===== src/rtl/view_cmd_sched_pkg.sv =====
// Shared definitions for the view command scheduler: token codes, cmd bit
// positions, FSM state and source ids, plus token decode helpers.
// Pure declarations, no latency; no flow control of its own.
package view_cmd_sched_pkg;

  // Token codes
  localparam logic [7:0] TOK_NONE     = 8'd0;
  localparam logic [7:0] TOK_CHAR_MIN = 8'd1;
  localparam logic [7:0] TOK_CHAR_MAX = 8'd63;
  localparam logic [7:0] TOK_BKSP     = 8'd65;
  localparam logic [7:0] TOK_BRK      = 8'd66;
  localparam logic [7:0] TOK_PGUP     = 8'd67;
  localparam logic [7:0] TOK_PGDN     = 8'd68;

  // cmd bit indices
  localparam int CMD_BUSY = 0;
  localparam int CMD_PGUP = 1;
  localparam int CMD_PGDN = 2;
  localparam int CMD_BKSP = 3;
  localparam int CMD_BRK  = 4;

  typedef enum logic [1:0] {
    ST_IDLE  = 2'd0,
    ST_ISSUE = 2'd1,
    ST_GAP   = 2'd2
  } state_t;

  typedef enum logic {
    SRC_KB = 1'b0,
    SRC_EV = 1'b1
  } src_t;

  function automatic logic tok_is_char(input logic [7:0] tok);
    return (tok >= TOK_CHAR_MIN) && (tok <= TOK_CHAR_MAX);
  endfunction

  function automatic logic tok_is_valid(input logic [7:0] tok);
    return tok_is_char(tok) || ((tok >= TOK_BKSP) && (tok <= TOK_PGDN));
  endfunction

  function automatic logic [5:0] tok_data(input logic [7:0] tok);
    return tok_is_char(tok) ? tok[5:0] : 6'd0;
  endfunction

  // Strobe pattern for a control token; busy bit is never set here.
  function automatic logic [7:0] tok_cmd(input logic [7:0] tok);
    logic [7:0] c;
    c = 8'd0;
    case (tok)
      TOK_PGUP: c[CMD_PGUP] = 1'b1;
      TOK_PGDN: c[CMD_PGDN] = 1'b1;
      TOK_BKSP: c[CMD_BKSP] = 1'b1;
      TOK_BRK:  c[CMD_BRK]  = 1'b1;
      default:  c = 8'd0;
    endcase
    return c;
  endfunction

endpackage


===== src/rtl/tok_fifo.sv =====
// Token FIFO, 8-bit wide, DEPTH entries (power of two), registered full/empty.
// Latency: a push at edge t is visible at head/empty after edge t.
// Backpressure: push_ready = not full, registered, so it reflects occupancy
//   before any same-cycle pop; ready is low while in reset.
// Ports: clk_50mhz, reset (sync active-low), push_valid/push_ready/push_tok,
//   pop (ignored when empty), head (current oldest token), empty.
module tok_fifo #(
  parameter int DEPTH = 4
) (
  input  logic       clk_50mhz,
  input  logic       reset,
  input  logic       push_valid,
  output logic       push_ready,
  input  logic [7:0] push_tok,
  input  logic       pop,
  output logic [7:0] head,
  output logic       empty
);
  localparam int AW = (DEPTH > 1) ? $clog2(DEPTH) : 1;
  localparam logic [AW:0] DEPTH_CNT = (AW + 1)'(DEPTH);

  logic [7:0]    mem [DEPTH];
  logic [AW-1:0] wr_ptr;
  logic [AW-1:0] rd_ptr;
  logic [AW:0]   count;
  logic [AW:0]   count_n;
  logic          do_push;
  logic          do_pop;

  assign do_push = push_valid && push_ready;
  assign do_pop  = pop && !empty;
  assign head    = mem[rd_ptr];

  always_comb begin
    count_n = count;
    case ({do_push, do_pop})
      2'b10:   count_n = count + 1'b1;
      2'b01:   count_n = count - 1'b1;
      default: count_n = count;
    endcase
  end

  always_ff @(posedge clk_50mhz) begin
    if (!reset) begin
      wr_ptr     <= '0;
      rd_ptr     <= '0;
      count      <= '0;
      empty      <= 1'b1;
      push_ready <= 1'b0;
    end else begin
      if (do_push) begin
        mem[wr_ptr] <= push_tok;
        wr_ptr      <= wr_ptr + 1'b1;
      end
      if (do_pop) begin
        rd_ptr <= rd_ptr + 1'b1;
      end
      count      <= count_n;
      empty      <= (count_n == '0);
      push_ready <= (count_n != DEPTH_CNT);
    end
  end

endmodule


===== src/rtl/view_cmd_sched.sv =====
// Merges keyboard and evaluator token streams into timed view commands.
// Latency: token accepted at cycle t drives cmd/data from t+2 when idle.
// Backpressure: per-source FIFO; x_ready drops when that FIFO is full.
// Ports: clk_50mhz, reset (sync active-low); kb_/ev_ valid/ready/tok streams;
//   ev_active level; cmd[4:0] strobes+busy, data character, dropped pulse.
module view_cmd_sched
  import view_cmd_sched_pkg::*;
#(
  parameter int SLOT_CYCLES = 2,
  parameter int GAP_CYCLES  = 2,
  parameter int FIFO_DEPTH  = 4
) (
  input  logic       clk_50mhz,
  input  logic       reset,
  input  logic       kb_valid,
  output logic       kb_ready,
  input  logic [7:0] kb_tok,
  input  logic       ev_valid,
  output logic       ev_ready,
  input  logic [7:0] ev_tok,
  input  logic       ev_active,
  output logic [7:0] cmd,
  output logic [5:0] data,
  output logic       dropped
);
  localparam int CNT_MAX = (SLOT_CYCLES > GAP_CYCLES) ? SLOT_CYCLES : GAP_CYCLES;
  localparam int CW      = (CNT_MAX > 1) ? $clog2(CNT_MAX) : 1;
  localparam logic [CW-1:0] SLOT_LOAD = CW'(SLOT_CYCLES - 1);
  localparam logic [CW-1:0] GAP_LOAD  = (GAP_CYCLES > 0) ? CW'(GAP_CYCLES - 1) : '0;

  logic [7:0]    kb_head;
  logic [7:0]    ev_head;
  logic          kb_empty;
  logic          ev_empty;
  logic          kb_pop;
  logic          ev_pop;
  logic          kb_elig;
  logic          ev_elig;
  logic          any_elig;
  src_t          grant;
  logic [7:0]    win_tok;

  state_t        state;
  logic [CW-1:0] cnt;
  src_t          last_src;
  src_t          cur_src;
  logic [7:0]    cmd_q;
  logic [5:0]    data_q;
  logic          busy_q;

  tok_fifo #(.DEPTH(FIFO_DEPTH)) u_kb_fifo (
    .clk_50mhz  (clk_50mhz),
    .reset      (reset),
    .push_valid (kb_valid),
    .push_ready (kb_ready),
    .push_tok   (kb_tok),
    .pop        (kb_pop),
    .head       (kb_head),
    .empty      (kb_empty)
  );

  tok_fifo #(.DEPTH(FIFO_DEPTH)) u_ev_fifo (
    .clk_50mhz  (clk_50mhz),
    .reset      (reset),
    .push_valid (ev_valid),
    .push_ready (ev_ready),
    .push_tok   (ev_tok),
    .pop        (ev_pop),
    .head       (ev_head),
    .empty      (ev_empty)
  );

  // While the evaluator runs only paging may pass from the keyboard; any other
  // head token stalls the whole keyboard queue so order is never changed.
  always_comb begin
    ev_elig  = !ev_empty;
    kb_elig  = !kb_empty && (!ev_active || (kb_head == TOK_PGUP) || (kb_head == TOK_PGDN));
    any_elig = ev_elig || kb_elig;
    grant    = SRC_KB;
    if (ev_elig && kb_elig) begin
      grant = (last_src == SRC_EV) ? SRC_KB : SRC_EV;
    end else if (ev_elig) begin
      grant = SRC_EV;
    end
    win_tok = (grant == SRC_EV) ? ev_head : kb_head;
    kb_pop  = (state == ST_IDLE) && any_elig && (grant == SRC_KB);
    ev_pop  = (state == ST_IDLE) && any_elig && (grant == SRC_EV);
  end

  always_ff @(posedge clk_50mhz) begin
    if (!reset) begin
      state    <= ST_IDLE;
      cnt      <= '0;
      last_src <= SRC_KB;  // evaluator wins the first tie
      cur_src  <= SRC_KB;
      cmd_q    <= 8'd0;
      data_q   <= 6'd0;
      dropped  <= 1'b0;
      busy_q   <= 1'b0;
    end else begin
      dropped <= 1'b0;
      // Busy tracks evaluator work only, independent of slot timing.
      busy_q  <= ev_active || !ev_empty || ((state == ST_ISSUE) && (cur_src == SRC_EV));
      case (state)
        ST_IDLE: begin
          if (any_elig) begin
            last_src <= grant;
            if (tok_is_valid(win_tok)) begin
              cur_src <= grant;
              cmd_q   <= tok_cmd(win_tok);
              data_q  <= tok_data(win_tok);
              cnt     <= SLOT_LOAD;
              state   <= ST_ISSUE;
            end else begin
              dropped <= 1'b1;
            end
          end
        end
        ST_ISSUE: begin
          if (cnt == '0) begin
            cmd_q  <= 8'd0;
            data_q <= 6'd0;
            if (GAP_CYCLES > 0) begin
              cnt   <= GAP_LOAD;
              state <= ST_GAP;
            end else begin
              state <= ST_IDLE;
            end
          end else begin
            cnt <= cnt - 1'b1;
          end
        end
        ST_GAP: begin
          if (cnt == '0) begin
            state <= ST_IDLE;
          end else begin
            cnt <= cnt - 1'b1;
          end
        end
        default: state <= ST_IDLE;
      endcase
    end
  end

  assign cmd  = cmd_q | {7'd0, busy_q};
  assign data = data_q;

endmodule


===== config.mk =====
export PLATFORM = sky130hd
export DESIGN_NAME = view_cmd_sched
export DESIGN_NICKNAME = d
export VERILOG_FILES = /design/src/rtl/view_cmd_sched_pkg.sv /design/src/rtl/tok_fifo.sv /design/src/rtl/view_cmd_sched.sv
export SDC_FILE = /design/constraint.sdc
export NUM_CORES = 1
export LEC_CHECK = 0
export CAP_MARGIN = 25
export CORE_UTILIZATION = 55
export DETAILED_ROUTE_END_ITERATION = 10
export MAX_ROUTING_LAYER = met4
export PLACE_DENSITY = 0.87
export SYNTH_ARGS = -nofsm -noshare
export SYNTH_HDL_FRONTEND = slang
export SYNTH_HIERARCHICAL = 1
export SYNTH_SLANG_ARGS = --single-unit
export TNS_END_PERCENT = 10

===== constraint.sdc =====
create_clock -name clk_50mhz -period 6.41 [get_ports clk_50mhz]
set_input_delay 0.9615 -clock clk_50mhz [delete_from_list [all_inputs] [get_ports clk_50mhz]]
set_output_delay 0.9615 -clock clk_50mhz [all_outputs]
set_load 0.005 [all_outputs]

After elaboration in Yosys (flattened, before gate mapping):

Memories as Yosys holds them, arrays and structs flattened. A register that Yosys moved wholly into a read port is not among the register bits.
Index checks and enable logic that the tools add are counted.

* memory bits (read-only): 0
* bits in latches: 0
* word-level logic and storage cells: 125
* output and inout port bits: 17
* memory bits (writable): 64
* flip-flop bits (word level): 39
* memories kept: 2
* bits of input ports: 21

* reduce and logical (&&, ||, !) cells: 32
* add/sub/neg operators: 9
* bitwise logic cells: 2
* multiplexer cells: 40
* equal/unequal tests: 18
* multipliers: 0
* div/mod/pow operators: 0
* order comparisons: 4
* shifts and indexed selects: 0

Memory list
* u_ev_fifo.mem: words 4, bits a word 8, read ports 1, clocked after memory_dff 1, write ports 1, line tok_fifo.sv:22 `logic [7:0] mem [DEPTH];`
* u_kb_fifo.mem: words 4, bits a word 8, read ports 1, clocked after memory_dff 1, write ports 1, line tok_fifo.sv:22

Operators with widths (count)
* $eq 8x7->1 const B: 6
* $mux 8: 4
* $mux 6: 4
* $mux 1: 18
* $mux 2: 8
* $pmux 8 s2: 1
* $logic_and 1x1->1: 12
* $pmux 3 s2: 2
* $pmux 6 s2: 1
* $reduce_and 3->1: 3
* $add 2x1->2 const B: 4
* $ge 8x1->1 const B: 1
* $ge 8x7->1 const B: 1
* $le 8x6->1 const B: 1
* $le 8x7->1 const B: 1
* $or 8x1->8: 1
* $reduce_and 4->1: 2
* $add 3x1->3 const B: 2
* $eq 2x1->1 const B: 3
* $eq 2x2->1 const B: 3
* $logic_not 3->1: 2
* $logic_or 1x1->1: 6
* $ne 2x2->1 const B: 3
* $ne 3x3->1 const B: 2
* other kinds (11): 14

Logic depth before layout (Yosys ltp):

Gate-level depths: netlist of the first run.

* depth after elaboration: 13
* depth in mapped cells: 15
* mapped depth without buffers: 12

By module:

The synthesis of the first run kept the hierarchy.

Modules (own cells, without submodules)
* tok_fifo at u_ev_fifo: area an instance 1706.6 um^2, cells an instance 97, sequential area each 1181.1 um^2, instances 1
* tok_fifo at u_kb_fifo: area an instance 1700.4 um^2, cells an instance 96, sequential area each 1181.1 um^2, instances 1
* view_cmd_sched: area an instance 1089.8 um^2, cells an instance 127, sequential area each 340.3 um^2, instances 1

Worst setup path before layout of the first run:

Ideal clock, no wire load.

* kind: reg2reg
* from: reg with a tool-made name
* to: reg u_kb_fifo.push_ready
* clock period less this slack: 4.315 ns
* stages on the path, launching flop included: 16
* required time: 6.294 ns
* arrival: 4.199 ns
* library setup time: 0.116 ns
* buffers on the path: 3
* slack: 2.095 ns
* path through: dfxtp_1 buf_2 mux4_2 or3_1 clkbuf_1 a2111oi_0 nor2_1 or3_1 clkbuf_1 nor2_1 nor2b_1 ha_1 fa_1 nor3b_2 or3b_1 o211a_1

RTL lines
* to (signal assigned): line tok_fifo.sv:60 `push_ready <= (count_n != DEPTH_CNT);`
* to (decl): line tok_fifo.sv:13 `output logic push_ready,`

==> flow_metrics.tcl, run 1 <==
set metrics [dict create \
    first_iter_violations 166 \
    synthToLayoutAreaGrowth_pct 13.6 \
    hp-class "reg2reg" \
    finalCritPeriodShare_pct 77.2 \
    post-cts-setup-buffer-count 0 \
    drt_pass1_iterations 4 \
    layout_setup_ws_ns 1.46 \
    cpPeakStageDelay_ns 0.65 \
    synth.distinct_cells 53 \
    place_congestion 0.882 \
    numCtsBuffers 9 \
    portBuffers 34 \
    initial_core_util_pct 57.6 \
    p_leak_uw 0.00173 \
    rsz0062_at_grt "no" \
    rows 32 \
    cts.path.max_buffers 2 \
    ant_nets 0 \
    slew_headroom_pct 40.7 \
    coreArea_um2 7810 \
    tightest_slew_ns 0.878 \
    slew_viol_final 0 \
    drt-total-wl_mm 7.96 \
    dpl.hpwl_mm 5.87 \
    drc 0 \
    async_flop_share_pct 0 \
    pwr_density_cell_nw_per_um2 263 \
    avgSynthCellArea_um2 14.1 \
    setup_viol 0 \
    dp_slack_ns 1.53 \
    seq_area_frac_synth_pct 60.1 \
    grt_pass1_vias 2672 \
    critical_path.cell_chain "mux4_2 > or3b_1 > a2111oi_0 > nor2_1 > or3_1 > nor2_1 > nor2b_1 > ha_1 > fa_1 > nor3b_2 > or3b_1 > o211a_1" \
    vias 2660 \
    crit_slowest_cell "mux4_2" \
    synth_top_area_share_pct 42.7 \
    ys_ff_latch 103 \
    critPathTopFamily "simple AND/OR/NAND/NOR gates" \
    clkTransAtPathRegs_ns 0.09 \
    ioPinCount 38 \
    cp_data_required_time_ns 6.67 \
    finalNetCount 386 \
    gr-usage-all-layers_pct 21.1 \
    timing.fmax_mhz 202 \
    period_minus_slack_ns 4.95 \
    cts.sinks 103 \
    endpoint_kind "flop" \
    yosys-top-cells-count "edfxtp_1, dfxtp_1, and2_1" \
    crit_buf_inv 0 \
    die-width_um 92.4 \
    synth.most_common_cell "edfxtp_1" \
    yosysWarnings 6 \
    grt_max_degree 37 \
    yosysTopAreaCell "edfxtp_1" \
    root_buffer "clkbuf_8" \
    synthCells 320 \
    synth_ff_type "edfxtp_1" \
    die-area_um2 8540 \
    layout-drive-gt1-share_pct 10.3 \
    synthTopCellsByArea "edfxtp_1, dfxtp_1, mux4_2" \
    start_kind "flop" \
    grt_pass1_wl_mm 13.1 \
    avgRoutedWirePerCell_um 17.3 \
    reg2reg_slack_ns 1.46 \
    die_y_um 92.4 \
    cts.repair.resized 0 \
    hold_viol 0 \
    grt_antenna_before_repair 0 \
    timing.max_cap.violations 0 \
    finalSetupTns_ns 0 \
    ir_drop_mv 0.121 \
    grt-ovfl-total 0 \
    cts_hold_buf 0 \
    status "complete, no violations" \
    cts_tree "done" \
    fin_skew_ns 0.00596 \
    clk_latency_ns 0.36 \
    syn_area_um2 4500 \
    timing_worst_setup_path_type "reg2reg" \
    synth_edf_count 64 \
    path_max_fanout 11 \
    n_antenna_cell 0 \
    vias_per_cell 5.78 \
    crit_arrival_ns 5.20 \
    htreeDepth 3 \
]
final timing paths:
check | from | endpoint | cells after the start
worst min-delay path | cur_src | cur_src | 2
worst max-delay path | flop | u_kb_fifo/push_ready | 12
worst min register to register | cur_src | cur_src | 2
worst max register to register | flop | u_kb_fifo/push_ready | 12
sequential cells by signal (all words and copies together) (netlist names), named ones only:
register	cells
u_ev_fifo/push_ready	1
data	6
dropped	1
cnt	1
u_ev_fifo/count	3
u_kb_fifo/count	3
u_kb_fifo/empty	1
u_kb_fifo/wr_ptr	2
u_kb_fifo/rd_ptr	2
u_ev_fifo/empty	1
state	2
u_kb_fifo/mem	32
u_ev_fifo/mem	32
cur_src	1
u_ev_fifo/wr_ptr	2
cmd_q	4
busy_q	1
u_ev_fifo/rd_ptr	2
last_src	1
u_kb_fifo/push_ready	1
through the flow:
step / power [uW] / hold slack [ns] / cells / cell area [um2] / utilization (%)
2_1_floorplan: 894 / 0.441 / 322 / 4500 / -
3_3_place_gp: 943 / 0.451 / 444 / 4900 / 62.8
3_5_place_dp: 951 / 0.455 / 444 / 4900 / 62.8
4_1_cts: 1350 / 0.469 / 460 / 5110 / 65.4
5_1_grt: 1400 / 0.489 / 460 / 5110 / 65.4
6_report: 1340 / 0.466 / 460 / 5110 / 65.4
cells by family after synthesis:
group	count (synthesis)	synth area share (%)
flip-flops	103	60.1
other	1	0.0834
XOR/XNOR	10	1.95
buffers and inverters	24	2.42
adder cells (fa/ha/maj)	12	3.67
AND/OR/NAND/NOR	90	12.1
AO/OA/AOI/OAI	52	8.99
multiplexers	28	10.7
report_power, final:
part | total [uW] | leakage, uW | switching, uW | internal (uW)
Sequential | 753 | 0.000896 | 25.8 | 727
Combinational | 184 | 0.000728 | 97.6 | 86.9
Clock | 405 | 0.000101 | 204 | 202
Total | 1340 | 0.00173 | 327 | 1020
final cells by class:
class,instances,area (um2)
fillers,576,2700
well taps,102,128
flip-flops and latches,103,2700
clock inverters,3,42.5
clock buffers,13,159
inverters,9,33.8
multi-input cells,195,1690
repair buffers,35,348
per-layer routing:
layer	vias to the layer above	part of all wire, %	track usage, %
met5	-	0	-
met2	77	50	34.0
met1	1287	44	26.1
met4	0	2.1	7.16
met3	12	4.3	5.34
li1	1284	-	-
layout by cell type (no fill, tap or decap), drive strengths merged, types with 2 or more instances in the layout:
cell           netlist  routed
nor2                11      11
xnor2                8       8
dfxtp               39      39
o211ai               4       4
or3b                 3       3
nand2b               4       4
nand3                3       3
nor2b                5       5
nand3b               6       6
conb                 1       3
mux4                16      16
mux2i               11      11
a22oi                2       2
ha                  10      10
inv                  9       9
o21ai                9       9
o211a                2       2
o21a                 4       4
a2111o               2       2
fa                   2       2
nand2               12      12
a21oi                3       3
xor2                 2       2
clkdlybuf4s50        0      34
nor3b                3       3
o31ai                7       7
or3                  5       5
and2                21      21
o2111ai              7       7
a21boi               6       6
edfxtp              64      64
and3                 5       5
clkinv               0       2
clkbuf               6      13
and4b                2       2
nor3                 7       7
worst register-to-register path, delay by kind of cell (launching register included):
family	cells	cell delay [ns]
flip-flops	1	0.64
AND/OR/NAND/NOR	7	2.24
multiplexers	1	0.65
adder cells (fa/ha/maj)	2	0.75
AO/OA/AOI/OAI	2	0.57
No activity file was read; power rests on OpenSTA's default activity.
==> run 2, diff against run 1 <==
==> constraint.sdc (replaced) <==
create_clock -name clk_50mhz -period 5.05 [get_ports clk_50mhz]
set_input_delay 0.7575 -clock clk_50mhz [delete_from_list [all_inputs] [get_ports clk_50mhz]]
set_output_delay 0.7575 -clock clk_50mhz [all_outputs]
set_load 0.005 [all_outputs]
==> run 2 against run 1 <==
- register-to-register slack lost 1.0 ns
- die area did not move
- clock-buffer cell count down 3
- worst hold slack got worse by 0.0049 ns
- core utilization shrank 0.18 points
- largest power group unchanged
==> flow_metrics.tcl, run 2 (synthesis gave the netlist of run 1 again) <==
set metrics [dict create \
    status "complete, no violations" \
    clk_latency_ns 0.36 \
    finalCritPeriodShare_pct 91.0 \
    cp-endpoint "u_kb_fifo/push_ready" \
    ioPinCount 38 \
    die-area_um2 8540 \
    tightest_slew_ns 0.931 \
    cp_data_required_time_ns 5.31 \
    placed_area_um2 4910 \
    slew_viol_final 0 \
    gr-usage-all-layers_pct 20.8 \
    timing.max_cap.violations 0 \
    multi_input_area_um2 1690 \
    hp-class "reg2reg" \
    final_cell_mix "edfxtp_1, dfxtp_1, clkdlybuf4s50_1" \
    portBuffers 34 \
    place_congestion 0.888 \
    rr_worst_depth 12 \
    critPathTopFamily "simple AND/OR/NAND/NOR gates" \
    utilization_pct 65.2 \
    crit_slowest_cell "mux4_2" \
    numCtsBuffers 9 \
    synthToLayoutAreaGrowth_pct 13.2 \
    p_leak_uw 0.00172 \
    start_kind "flop" \
    n_antenna_cell 0 \
    critical_path.cell_chain "mux4_2 > or3b_1 > a2111oi_0 > nor2_1 > or3_1 > nor2_1 > nor2b_1 > ha_1 > fa_1 > nor3b_2 > or3b_1 > o211a_1" \
    vias_per_cell 5.78 \
    layout_commonest_cell "edfxtp_1" \
    n_fill_cell 546 \
    layout_setup_ws_ns 0.455 \
    top_usage_layer "met2" \
    ir_drop_mv 0.254 \
    crit_buf_inv 0 \
    cts.path.max_buffers 2 \
    grt_max_degree 30 \
    endpoint_kind "flop" \
    slew_headroom_pct 37.7 \
    rows 32 \
    coreArea_um2 7810 \
    hold_viol 0 \
    finalSetupTns_ns 0 \
    die-width_um 92.4 \
    cts_hold_buf 0 \
    pwr_density_cell_nw_per_um2 324 \
    rsz0062_at_grt "no" \
    timing.fmax_mhz 218 \
    reg2reg_slack_ns 0.45 \
    dp_slack_ns 0.482 \
    root_buffer "clkbuf_8" \
    grtUsageMet3_pct 4.11 \
    grt-ovfl-total 0 \
    htreeDepth 3 \
    final_area_um2 5090 \
    cts.repair.resized 0 \
    drc 0 \
    drt_pass1_iterations 4 \
    clkTransAtPathRegs_ns 0.10 \
    grt_pass1_wl_mm 12.9 \
    layout-drive-gt1-share_pct 11.1 \
    ant_nets 0 \
    fin_skew_ns 0.0115 \
    cts.sinks 103 \
    grt_pass1_vias 2649 \
    use_met1_pct 25.7 \
    die_y_um 92.4 \
    cts_tree "done" \
    setup_viol 0 \
    rr_endpoint "u_kb_fifo/push_ready" \
    period_minus_slack_ns 4.60 \
    path_max_fanout 11 \
    crit_arrival_ns 4.85 \
    initial_core_util_pct 57.6 \
    first_iter_violations 168 \
    power_uw 1650 \
    timing_worst_setup_path_type "reg2reg" \
    cp_num_cells 12 \
    drt-total-wl_mm 7.74 \
    vias 2663 \
    use_met2_pct 33.7 \
    grt_antenna_before_repair 0 \
    cpPeakStageDelay_ns 0.63 \
    register_area_um2 2700 \
    post-cts-setup-buffer-count 0 \
    dpl.hpwl_mm 5.85 \
    avgRoutedWirePerCell_um 16.8 \
    finalNetCount 387 \
]
run 2: changes by cell type in the layout (fill, tap and decap cells not counted):
| cell | change |
|---|---|
| clkbuf_8 | -2 |
| clkinvlp_4 | +2 |
| inv_6 | +2 |
| buf_4 | +1 |
| bufinv_16 | -1 |
| clkbuf_1 | -1 |
| clkinv_1 | -1 |
| inv_8 | +1 |
run 2: through the flow:
stage	instances	hold WS, ns
2_1_floorplan	322	0.441
3_3_place_gp	445	0.449
3_5_place_dp	445	0.454
4_1_cts	461	0.466
5_1_grt	461	0.484
6_report	461	0.461
run 2: cell type report:
| type | count | share of cell area [%] |
|---|---|---|
| Clock buffer | 10 | 2.51 |
| Clock inverter | 6 | 1.03 |
| Inverter | 9 | 0.663 |
| Multi-Input combinational cell | 195 | 33.2 |
| Sequential cell | 103 | 53.1 |
| Tap cell | 102 | 2.51 |
| Timing Repair Buffer | 36 | 6.98 |
run 2: power breakdown:
part	total, uW	switching [uW]	internal (uW)
Sequential	953	30.9	923
Clock	462	275	187
Combinational	233	122	112
Total	1650	427	1220
run 2: per-layer routing:
| metal | up-vias | wire (um) | part of all wire, % |
|---|---|---|---|
| li1 | 1283 | - | - |
| met1 | 1303 | 3350 | 43 |
| met2 | 65 | 3920 | 51 |
| met3 | 12 | 313 | 4.0 |
| met4 | 0 | 155 | 2.0 |
| met5 | - | 0 | 0 |
run 2: worst min path at each step:
stage | from | end | slack (ns) | depth (start not counted)
2_1_floorplan | cur_src | cur_src | 0.44 | 2
3_3_place_gp | cmd_q[3] | cmd_q[3] | 0.45 | 2
3_5_place_dp | cmd_q[1] | cmd_q[1] | 0.45 | 2
4_1_cts | cmd_q[1] | cmd_q[1] | 0.47 | 2
5_1_grt | cmd_q[1] | cmd_q[1] | 0.48 | 2
6_report | cmd_q[1] | cmd_q[1] | 0.46 | 2
run 2: worst min-delay path, stage by stage (launching register included):
cell and delay (ns):
dfxtp_1 0.32, nand2_1 0.05, mux2i_1 0.05
==> run 3, diff against run 2 <==
--- a/config.mk
+++ b/config.mk
@@ -5,11 +5,12 @@
 export SDC_FILE = /design/constraint.sdc
 export NUM_CORES = 1
 export LEC_CHECK = 0
-export CAP_MARGIN = 25
+export CAP_MARGIN = 0
 export CORE_UTILIZATION = 55
 export DETAILED_ROUTE_END_ITERATION = 10
 export MAX_ROUTING_LAYER = met4
 export PLACE_DENSITY = 0.87
+export SETUP_SLACK_MARGIN = 0.1
 export SYNTH_ARGS = -nofsm -noshare
 export SYNTH_HDL_FRONTEND = slang
 export SYNTH_HIERARCHICAL = 1
==> run 3 against run 2 <==
- setup slack gained 0.0056 ns
- highest routed layer unchanged
- critical path type unchanged
- total power rose by 0.22%
- critical path depth stayed put
- sequential cell count did not move
- core utilization hardly changed
- clock skew about the same
- largest cell class unchanged
- non-clock buffer count is the same
- global-route usage stayed put
- sequential share of layout area is essentially flat
- cell count is the same
- combinational power barely moved
==> flow_metrics.tcl, run 3 (synthesis gave the netlist of run 1 again) <==
set metrics [dict create \
    status "complete, no violations" \
    avgRoutedWirePerCell_um 16.9 \
    slew_headroom_pct 36.4 \
    vias 2686 \
    cts.sinks 103 \
    pwr-share-comb_pct 14.1 \
    p_leak_uw 0.00172 \
    grt_pass1_vias 2649 \
    cts_hold_buf 0 \
    period_minus_slack_ns 4.59 \
    timing_worst_setup_path_type "reg2reg" \
    cts_tree "done" \
    hold_viol 0 \
    layout_commonest_cell "edfxtp_1" \
    finalSetupTns_ns 0 \
    synthToLayoutAreaGrowth_pct 13.3 \
    clkTransAtPathRegs_ns 0.10 \
    numCtsBuffers 9 \
    final_cell_mix "edfxtp_1, dfxtp_1, clkdlybuf4s50_1" \
    endpoint_kind "flop" \
    vias_per_cell 5.83 \
    first_iter_violations 195 \
    grt_pass1_wl_mm 12.9 \
    finalNetCount 387 \
    rows 32 \
    die-area_um2 8540 \
    die_y_um 92.4 \
    htreeDepth 3 \
    grt_antenna_before_repair 0 \
    drt_pass1_iterations 5 \
    ir_drop_mv 0.256 \
    ant_nets 0 \
    pwr-share-seq_pct 57.7 \
    layout-drive-gt1-share_pct 11.1 \
    n_fill_cell 548 \
    portBuffers 34 \
    drt-total-wl_mm 7.79 \
    die-width_um 92.4 \
    start_kind "flop" \
    finalCritPeriodShare_pct 90.9 \
    coreArea_um2 7810 \
    gr-usage-all-layers_pct 20.8 \
    reg2reg_slack_ns 0.46 \
    slew_viol_final 0 \
    crit_arrival_ns 4.85 \
    cp_data_required_time_ns 5.31 \
    internal_power_uw 1220 \
    clk_latency_ns 0.36 \
    timing.max_cap.violations 0 \
    initial_core_util_pct 57.6 \
    hp-class "reg2reg" \
    place_congestion 0.888 \
    rsz0062_at_grt "no" \
    grt_max_degree 30 \
    root_buffer "clkbuf_8" \
    pwr_density_cell_nw_per_um2 324 \
    setup_viol 0 \
    cts.path.max_buffers 2 \
    grt-ovfl-total 0 \
    dpl.hpwl_mm 5.85 \
    pwr-share-clk_pct 28.2 \
    ioPinCount 38 \
    tightest_slew_ns 0.950 \
    switchingPower_uw 431 \
    fin_skew_ns 0.0119 \
    switching_share_pct 26.1 \
    timing.fmax_mhz 218 \
    utilization_pct 65.2 \
    n_antenna_cell 0 \
    path_max_fanout 11 \
    drc 0 \
]
run 3: cell counts in the layout (fill, tap and decap cells not counted):
No cell type changed its count.
run 3: final cells by class:
class | count | area [um2] | share of cell area [%]
clock inverter | 6 | 52.6 | 1.03
multi-input combinational | 195 | 1690 | 33.3
clock buffer | 10 | 128 | 2.51
tap | 102 | 128 | 2.51
inverter | 9 | 33.8 | 0.663
sequential | 103 | 2700 | 53.1
timing repair buffer | 36 | 355 | 6.98
run 3: path summary, 6_finish.rpt:
path / startpoint / to / depth (start not counted)
worst max-delay path: flop / u_kb_fifo/push_ready / 12
worst min-delay path: cmd_q[1] / cmd_q[1] / 2
worst max register to register: flop / u_kb_fifo/push_ready / 12
worst min register to register: cmd_q[1] / cmd_q[1] / 2
run 3: power by group through the flow:
| stage | logic [uW] | registers [uW] | clock network (uW) |
|---|---|---|---|
| after floorplan | 173 | 961 | 0 |
| after global placement | 225 | 972 | 0 |
| after detailed placement | 233 | 973 | 0 |
| after CTS | 234 | 954 | 479 |
| after global routing | 258 | 960 | 507 |
| final | 233 | 954 | 465 |
run 3: per-layer routing:
metal / GRT usage [%] / up-vias / share of wire, %
li1: - / 1283 / -
met2: 33.7 / 71 / 51
met3: 4.11 / 12 / 4.4
met1: 25.7 / 1320 / 43
met5: - / - / 0
met4: 8.72 / 0 / 2.0
run 3: through the flow:
step	worst slack, ns	cells	power (uW)	area, um2	hold slack (ns)
detailed placement	0.482	445	1210	4910	0.454
CTS	0.443	461	1670	5090	0.466
global placement	0.571	445	1200	4910	0.449
finish	0.460	461	1650	5090	0.461
global route	0.126	461	1730	5090	0.484
floorplan	0.735	322	1130	4500	0.441
run 3: what timing repair did:
item | CTS | global route
gates resized for setup | 0 | 1
setup buffers | 0 | 0
endpoints found under the setup margin | 0 | 1
run 3: critical path, cell delays in order, from the launching register on:
cell	delay, ns
dfxtp_1	0.54
mux4_2	0.63
or3b_1	0.44
a2111oi_1	0.42
nor2_1	0.13
or3_1	0.48
nor2_1	0.19
nor2b_1	0.23
ha_1	0.23
fa_1	0.46
nor3b_2	0.25
or3b_1	0.37
o211a_1	0.13
